--- src/rtl/remote_dmem_responder.sv ---
// Target-side remote load/store responder: range-checks network requests against the
// local SPM windows, services them on the shared DMEM port (core has priority) and returns one response each.
module remote_dmem_responder #(
  parameter int unsigned data_width_p    = 32,
  parameter int unsigned dmem_size_p     = 1024,
  parameter int unsigned reg_id_width_p  = 5,
  parameter int unsigned err_cnt_width_p = 8,
  localparam int unsigned mask_width_lp      = data_width_p >> 3,
  localparam int unsigned dmem_addr_width_lp = (dmem_size_p > 1) ? $clog2(dmem_size_p) : 1
) (
  input  logic                          clk_i,
  input  logic                          reset_i,

  input  logic                          in_v_i,
  output logic                          in_ready_o,
  input  logic                          in_we_i,
  input  logic [15:0]                   in_addr_i,
  input  logic [data_width_p-1:0]       in_data_i,
  input  logic [mask_width_lp-1:0]      in_mask_i,
  input  logic [reg_id_width_p-1:0]     in_reg_id_i,

  input  logic                          core_dmem_v_i,

  output logic                          dmem_v_o,
  output logic                          dmem_w_o,
  output logic [dmem_addr_width_lp-1:0] dmem_addr_o,
  output logic [data_width_p-1:0]       dmem_data_o,
  output logic [mask_width_lp-1:0]      dmem_mask_o,
  input  logic [data_width_p-1:0]       dmem_data_i,

  output logic                          returning_v_o,
  input  logic                          returning_yumi_i,
  output logic                          returning_we_o,
  output logic                          returning_err_o,
  output logic [data_width_p-1:0]       returning_data_o,
  output logic [reg_id_width_p-1:0]     returning_reg_id_o,

  input  logic                          reserve_v_i,
  input  logic [dmem_addr_width_lp-1:0] reserve_addr_i,
  output logic                          break_reserve_o,

  output logic [err_cnt_width_p-1:0]    err_cnt_o
);

  typedef enum logic [1:0] {
    S_IDLE = 2'd0,
    S_WAIT = 2'd1,
    S_RESP = 2'd2
  } state_e;

  state_e state_q, state_d;

  logic                          accept_c;
  logic                          addr_local_c;
  logic [dmem_addr_width_lp-1:0] dmem_idx_c;

  logic                          resp_v_q,   resp_v_d;
  logic                          we_q,       we_d;
  logic                          err_q,      err_d;
  logic [data_width_p-1:0]       data_q,     data_d;
  logic [reg_id_width_p-1:0]     reg_id_q,   reg_id_d;
  logic                          brk_q,      brk_d;
  logic [err_cnt_width_p-1:0]    err_cnt_q,  err_cnt_d;

  // Local SPM windows: low 256 words and 0x500..0x7FF.
  assign addr_local_c = (in_addr_i <= 16'h00FF)
                      | ((in_addr_i >= 16'h0500) & (in_addr_i <= 16'h07FF));
  assign dmem_idx_c   = in_addr_i[dmem_addr_width_lp-1:0];

  // State register
  always_ff @(posedge clk_i or posedge reset_i) begin
    if (reset_i) state_q <= S_IDLE;
    else         state_q <= state_d;
  end

  // Next-state logic
  always_comb begin
    state_d = state_q;
    unique case (state_q)
      S_IDLE:  if (accept_c) state_d = S_WAIT;
      S_WAIT:  state_d = S_RESP;
      S_RESP:  if (returning_yumi_i) state_d = S_IDLE;
      default: state_d = S_IDLE;
    endcase
  end

  // Accept handshake and same-cycle DMEM drive; the core always wins the port.
  always_comb begin
    in_ready_o  = (state_q == S_IDLE) & ~core_dmem_v_i;
    accept_c    = in_v_i & in_ready_o;
    dmem_v_o    = accept_c & addr_local_c;
    dmem_w_o    = dmem_v_o & in_we_i;
    dmem_addr_o = dmem_idx_c;
    dmem_data_o = in_data_i;
    dmem_mask_o = in_mask_i;
  end

  // Response payload, reservation break and error counter next state.
  always_comb begin
    resp_v_d  = (state_d == S_RESP);
    we_d      = we_q;
    err_d     = err_q;
    data_d    = data_q;
    reg_id_d  = reg_id_q;
    err_cnt_d = err_cnt_q;
    brk_d     = accept_c & addr_local_c & in_we_i & reserve_v_i
              & (reserve_addr_i == dmem_idx_c);
    if (accept_c) begin
      we_d     = in_we_i;
      err_d    = ~addr_local_c;
      reg_id_d = in_reg_id_i;
      data_d   = '0;
      if (~addr_local_c && ~(&err_cnt_q)) begin
        err_cnt_d = err_cnt_q + err_cnt_width_p'(1);
      end
    end
    // Read data arrives one cycle after the accept.
    if (state_q == S_WAIT) begin
      data_d = (~we_q & ~err_q) ? dmem_data_i : '0;
    end
  end

  always_ff @(posedge clk_i or posedge reset_i) begin
    if (reset_i) begin
      resp_v_q  <= 1'b0;
      we_q      <= 1'b0;
      err_q     <= 1'b0;
      data_q    <= '0;
      reg_id_q  <= '0;
      brk_q     <= 1'b0;
      err_cnt_q <= '0;
    end else begin
      resp_v_q  <= resp_v_d;
      we_q      <= we_d;
      err_q     <= err_d;
      data_q    <= data_d;
      reg_id_q  <= reg_id_d;
      brk_q     <= brk_d;
      err_cnt_q <= err_cnt_d;
    end
  end

  assign returning_v_o      = resp_v_q;
  assign returning_we_o     = we_q;
  assign returning_err_o    = err_q;
  assign returning_data_o   = data_q;
  assign returning_reg_id_o = reg_id_q;
  assign break_reserve_o    = brk_q;
  assign err_cnt_o          = err_cnt_q;

`ifndef SYNTHESIS
  // A pending request must be held unchanged by the source until accepted.
  property p_req_hold;
    @(posedge clk_i) disable iff (reset_i)
      (in_v_i && !in_ready_o) |=> (in_v_i && $stable(in_we_i) && $stable(in_addr_i)
                                   && $stable(in_data_i) && $stable(in_mask_i)
                                   && $stable(in_reg_id_i));
  endproperty
  a_req_hold: assert property (p_req_hold) else $error("request dropped or changed before accept");
`endif

endmodule

--- config.mk ---
export PLATFORM = sky130hd
export DESIGN_NAME = remote_dmem_responder
export DESIGN_NICKNAME = d
export VERILOG_FILES = /design/src/rtl/remote_dmem_responder.sv
export SDC_FILE = /design/constraint.sdc
export NUM_CORES = 1
export LEC_CHECK = 0
export ABC_AREA = 0
export CAP_MARGIN = 20
export CORE_MARGIN = 4
export CORE_UTILIZATION = 45
export CTS_BUF_LIST = sky130_fd_sc_hd__clkbuf_2
export CTS_CLUSTER_DIAMETER = 30
export CTS_CLUSTER_SIZE = 12
export DETAILED_ROUTE_END_ITERATION = 7
export DONT_BUFFER_PORTS = 1
export HOLD_SLACK_MARGIN = 0.12
export PLACE_DENSITY = 0.58
export SETUP_SLACK_MARGIN = 0.1
export SLEW_MARGIN = 30
export SYNTH_ARGS = -nofsm -noshare
export SYNTH_HDL_FRONTEND = slang
export SYNTH_SLANG_ARGS = --single-unit
export TNS_END_PERCENT = 1
--- constraint.sdc ---
create_clock -name clk_i -period 1.5 [get_ports clk_i]
set_clock_uncertainty 0.1 [all_clocks]
set_input_delay 0.075 -clock clk_i [delete_from_list [all_inputs] [get_ports clk_i]]
set_output_delay 0.075 -clock clk_i [all_outputs]
set_load 0.05 [all_outputs]
Word level (Yosys, flattened, before mapping):

Cells that the tools add are included.

* add/sub/neg operators: 1
* $lt $le $gt $ge: 3
* eq/ne operators: 4
* muxes and demuxes: 6
* bitwise gates (word level): 14
* reductions and logical operators: 5

Operator list (count)
* 32-bit 2-to-1 mux: 3
* 16-bit by 11-bit greater-or-equal comparator with 1-bit output (second input constant): 1
* 16-bit by 11-bit <= comparator with 1-bit output (second input constant): 1
* 16-bit by 8-bit <= comparator with 1-bit output (second input constant): 1
* 10-bit == test: 1
* 8-bit by 1-bit adder with 8-bit output (second input constant): 1
* 1-bit AND: 8
* 8-bit AND reduction: 1
* 2-bit case mux with 3 select lines: 1
* 1-bit inverter: 5
* 2-bit == test (second input constant): 2
* 2-bit 2-to-1 mux: 2
* 2-bit by 1-bit == test with 1-bit output (second input constant): 1
* 2-bit zero test: 1
* 2-bit AND reduction: 1
* 2-bit nonzero test: 1
* 1-bit logical AND: 1
* 1-bit OR: 1

* register bits after elaboration: 51
* input port bits: 106
* logic and storage cells: 41

Longest topological paths before layout:

* depth in word-level cells: 7
* gate-level depth with buffers: 5
* mapped depth without buffers: 5

Worst setup path before layout:

OpenSTA, ideal clock, no wires.

* path type: register to register
* start: reg err_cnt_q[0] (netlist: err_cnt_o[0])
* end: reg err_cnt_q[1] (netlist: err_cnt_o[1])
* library setup time: 0.125 ns
* arrival: 1.745 ns
* setup slack: -0.470 ns
* stages on the path, launching flop included: 6
* cells stage by stage: dfrtp_1 > ha_1 > nand3_1 > o21ai_0 > nor2_2 > mux2_4

* word-level cells in the longest chain between the ends: 4
* elaborated cells between the ends (all ways): 5

Ends and longest elaborated chain
* start: declaration: line 63 `logic [err_cnt_width_p-1:0] err_cnt_q, err_cnt_d;`
* start signal: assignment: line 139 `err_cnt_q <= err_cnt_d;`
* branches (longest 4 deep; another with 8-bit by 1-bit adder with 8-bit output)

Several ways; the timed one is not identified.
A chain may end at the register's enable or synchronous reset.

Worst setup path after layout:

* start: reg state_q[1]
* end: out dmem_w_o

* word-level cells in the longest chain between the ends: 5

Ends and longest elaborated chain
* start: declaration: line 51 `state_e state_q, state_d;`
* start signal: assignment: line 73 `else state_q <= state_d;`
* 2-bit zero test: line 89 `in_ready_o = (state_q == S_IDLE) & ~core_dmem_v_i;`
* 1-bit AND: line 89
* 1-bit AND: line 90 `accept_c = in_v_i & in_ready_o;`
* 1-bit AND: line 91 `dmem_v_o = accept_c & addr_local_c;`
* 1-bit AND: line 92 `dmem_w_o = dmem_v_o & in_we_i;`
* end: declaration: line 25 `output logic dmem_w_o,`

Every way passes these cells.

==> run metrics <==
Tcrit/Tclk final=1.27; routed wire length=7.46 mm; P_sw=1.51 mW; Top Usage Layer GRT=met2; Core Region=0.00517 mm²; Synthesized Nets=305; Horiz. Die Dim=81.4 µm; HP Class=in -> reg; Netlist cell types=30; post-route ant nets=0; power per cell area=984 mW/mm²; sw frac=0.413; RD Place Congestion=0.747; slowest cell on the critical path=dfrtp_1; CP Cell Sequence=nor4b_4 -> buf_4 -> buf_6 -> and3_4 -> buf_12; final worst slack=-0.411 ns; Synth Cell Area=0.00242 mm²; Area Overhead vs Synth=53.6%; Top Ports=204; H-tree levels=2; endpoint of the worst hold path=break_reserve_o; layout cells sized above 1=0.338; Critical Path Max Stage Delay=0.46 ns; # DRC=0; synth top area cells=dfrtp_1 53%, buf_4 14%, a22o_1 12%; Required @ worst endpoint=1.32 ns; Die Ht=81.4 µm; # rows=26; Initial Util=0.468; Final nets=414; clk sinks=51; family with the most delay on the worst path=simple AND/OR/NAND/NOR gates; met1 Use GR=0.219; Ys Warns=0; Pleak=1.77 nW; CTS Buffer Depth=2; DR iter-0 viols=62; critical path class=reg -> out; Cells after DPL=275; CP Buf/Inv Count=3; total power=3.66 mW; ant diodes=0; status=finished, violations left; most frequent cells after synthesis=51 x dfrtp_1, 46 x buf_4, 32 x a22o_1, 12 x xor2_1, 6 x mux2_2; Startpoint Class=flip-flop; fmax=523 MHz; Seq pwr share=0.445; register bit total from synthesis=51; Hold Slack=-0.144 ns; DP Wirelength=4.97 mm; DR vias=1996; largest net degree at the start of global routing=33; number of synthesized flops with an enable pin=0; Hold Crit Depth=4; reg-to-reg slack, setup=-0.23 ns; R2R Path Start=state_q[1]; pre-CTS WS=-0.278 ns; final std cells w/o fill=378; GR Util met2=0.453; Critical Path AT=1.74 ns; Slew Limit Headroom=0.531; Synth top area share=0.527; Reg-to-Reg End=err_cnt_o[1]; vias in the first global route=2218; FFs w/ async S/R, synth=1.00; final hold vios=6; CTS buffer count=5; die area=0.00662 mm²; routing usage on met3=0.0621; Worst Path Max Fanout=4; cell internal pwr=2.15 mW; RSZ-0062 raised after global routing=true; violations in the final reports=hold timing, setup timing; sequential fraction of the synthesis area=0.527; Root Buffer=clkbuf_2; CP endpoint kind=primary output; Period minus WS final=1.91 ns; VDD IR max=641 µV; ys flop type=dfrtp_1; total of max-cap violations=0; # setup viols final=49; IO buf count=0; routed length per instance=19.7 µm; Util after Layout=0.719; initial antenna violation count=0; CTS tree=built; first-pass GRT wire length=11.2 mm; hold_sp=in_addr_i[8]; grt ovf=0; gr usage total=0.225; top-count cell post-synth=dfrtp_1; First-pass DRT Iterations=4; Clk pwr share=0.150; slew of the pin with the lowest slew margin=0.702 ns; Mapped Avg Cell Area=12.2 µm²; worst-case reg-to-reg path depth=6; Final Slew Violations=0; Vias/cell=5.28; Combinational Power Share=0.405; Clock transition at path regs=0.26 ns; worst-skew pair later-pin latency=0.40 ns; cells after synthesis=198; cell taking the most area after synthesis=dfrtp_1
area by class of cell:
class                      instances  area [µm²]
sequential                        51        1280
fill                             327        1450
clock buffer                       5        25.0
inverter                           1        3.75
clock inverter                     3        18.8
multi-input combinational         93         853
timing repair buffer             155        1450
tap                               70        87.6
flip-flops by register name (all words and copies together) (netlist names):
name                count
break_reserve_o         1
err_cnt_o               8
returning_data_o       32
returning_err_o         1
returning_reg_id_o      5
returning_v_o           1
returning_we_o          1
state_q                 2
power groups by stage:
stage,Combinational (mW),Sequential (mW),Clock [mW]
2_1_floorplan,0.605,2.04,0
3_3_place_gp,0.962,1.64,0
3_5_place_dp,0.992,1.65,0
4_1_cts,1.48,1.63,0.565
5_1_grt,1.55,1.64,0.628
6_report,1.48,1.63,0.549
logic make-up (layout without fill, tap and decap cells):
| family | after synthesis | in the layout | synth area share |
|---|---|---|---|
| mux | 7 | 7 | 0.0341 |
| compound gates | 38 | 38 | 0.137 |
| xor+xnor | 17 | 17 | 0.0615 |
| buf+inv | 54 | 164 | 0.157 |
| simple gates | 30 | 30 | 0.0775 |
| flops | 51 | 51 | 0.527 |
| fa+ha+maj | 1 | 1 | 0.00517 |
cell usage in the layout, fill, tap and decap left out, types with 2 or more instances in the layout:
cell	n
a21o_1	2
a22o_1	32
and3_1	2
buf_12	4
buf_4	59
buf_6	3
clkbuf_2	5
clkinv_2	2
dfrtp_1	45
dfrtp_2	6
dlygate4sd3_1	89
mux2_2	5
mux2_4	2
nand2_1	3
nand3_1	2
nand4_1	2
nor2_1	4
nor3_2	2
nor3b_2	2
nor4b_4	2
xnor2_1	5
xor2_1	12
per-stage QoR:
stage               TNS [ns]  area, µm²
floorplan              -2.75       2440
global placement      -13.08       2660
detailed placement     -7.33       2670
CTS                    -7.51       3700
global route          -12.54       3720
finish                 -7.89       3720
worst reg2reg max path, stage by stage, from the launching register on:
cell and delay, ns:
dfrtp_1 0.46, nor4b_4 0.29, buf_4 0.16, buf_4 0.12
o21ai_4 0.08, nor2_2 0.13, mux2_4 0.31
worst max-delay path by stage:
stage                     cells past startpoint  slack, ns              endpoint          from
after detailed placement                      5      -0.28          err_cnt_o[4]    state_q[0]
after global routing                          5      -0.54              dmem_w_o    state_q[1]
final                                         5      -0.41              dmem_w_o    state_q[1]
after CTS                                     5      -0.46              dmem_w_o    state_q[1]
after floorplan                               5      -0.15          err_cnt_o[1]  err_cnt_o[0]
after global placement                        3      -0.36  returning_data_o[16]    state_q[0]
repair_timing:
action / in CTS / in global routing
setup endpoints to repair: 51 / 51
hold buffers: 88 / 1
pin swaps: 25 / 19
hold endpoints to repair: 148 / 12
setup buffers: 6 / 0
gates resized for setup: 12 / 2
layer usage:
layer | wire length [µm] | share of wire
met1 | 2360 | 0.32
met2 | 4300 | 0.58
met3 | 678 | 0.091
met4 | 118 | 0.016
met5 | 0 | 0
Power figures use the tool's default switching activity.
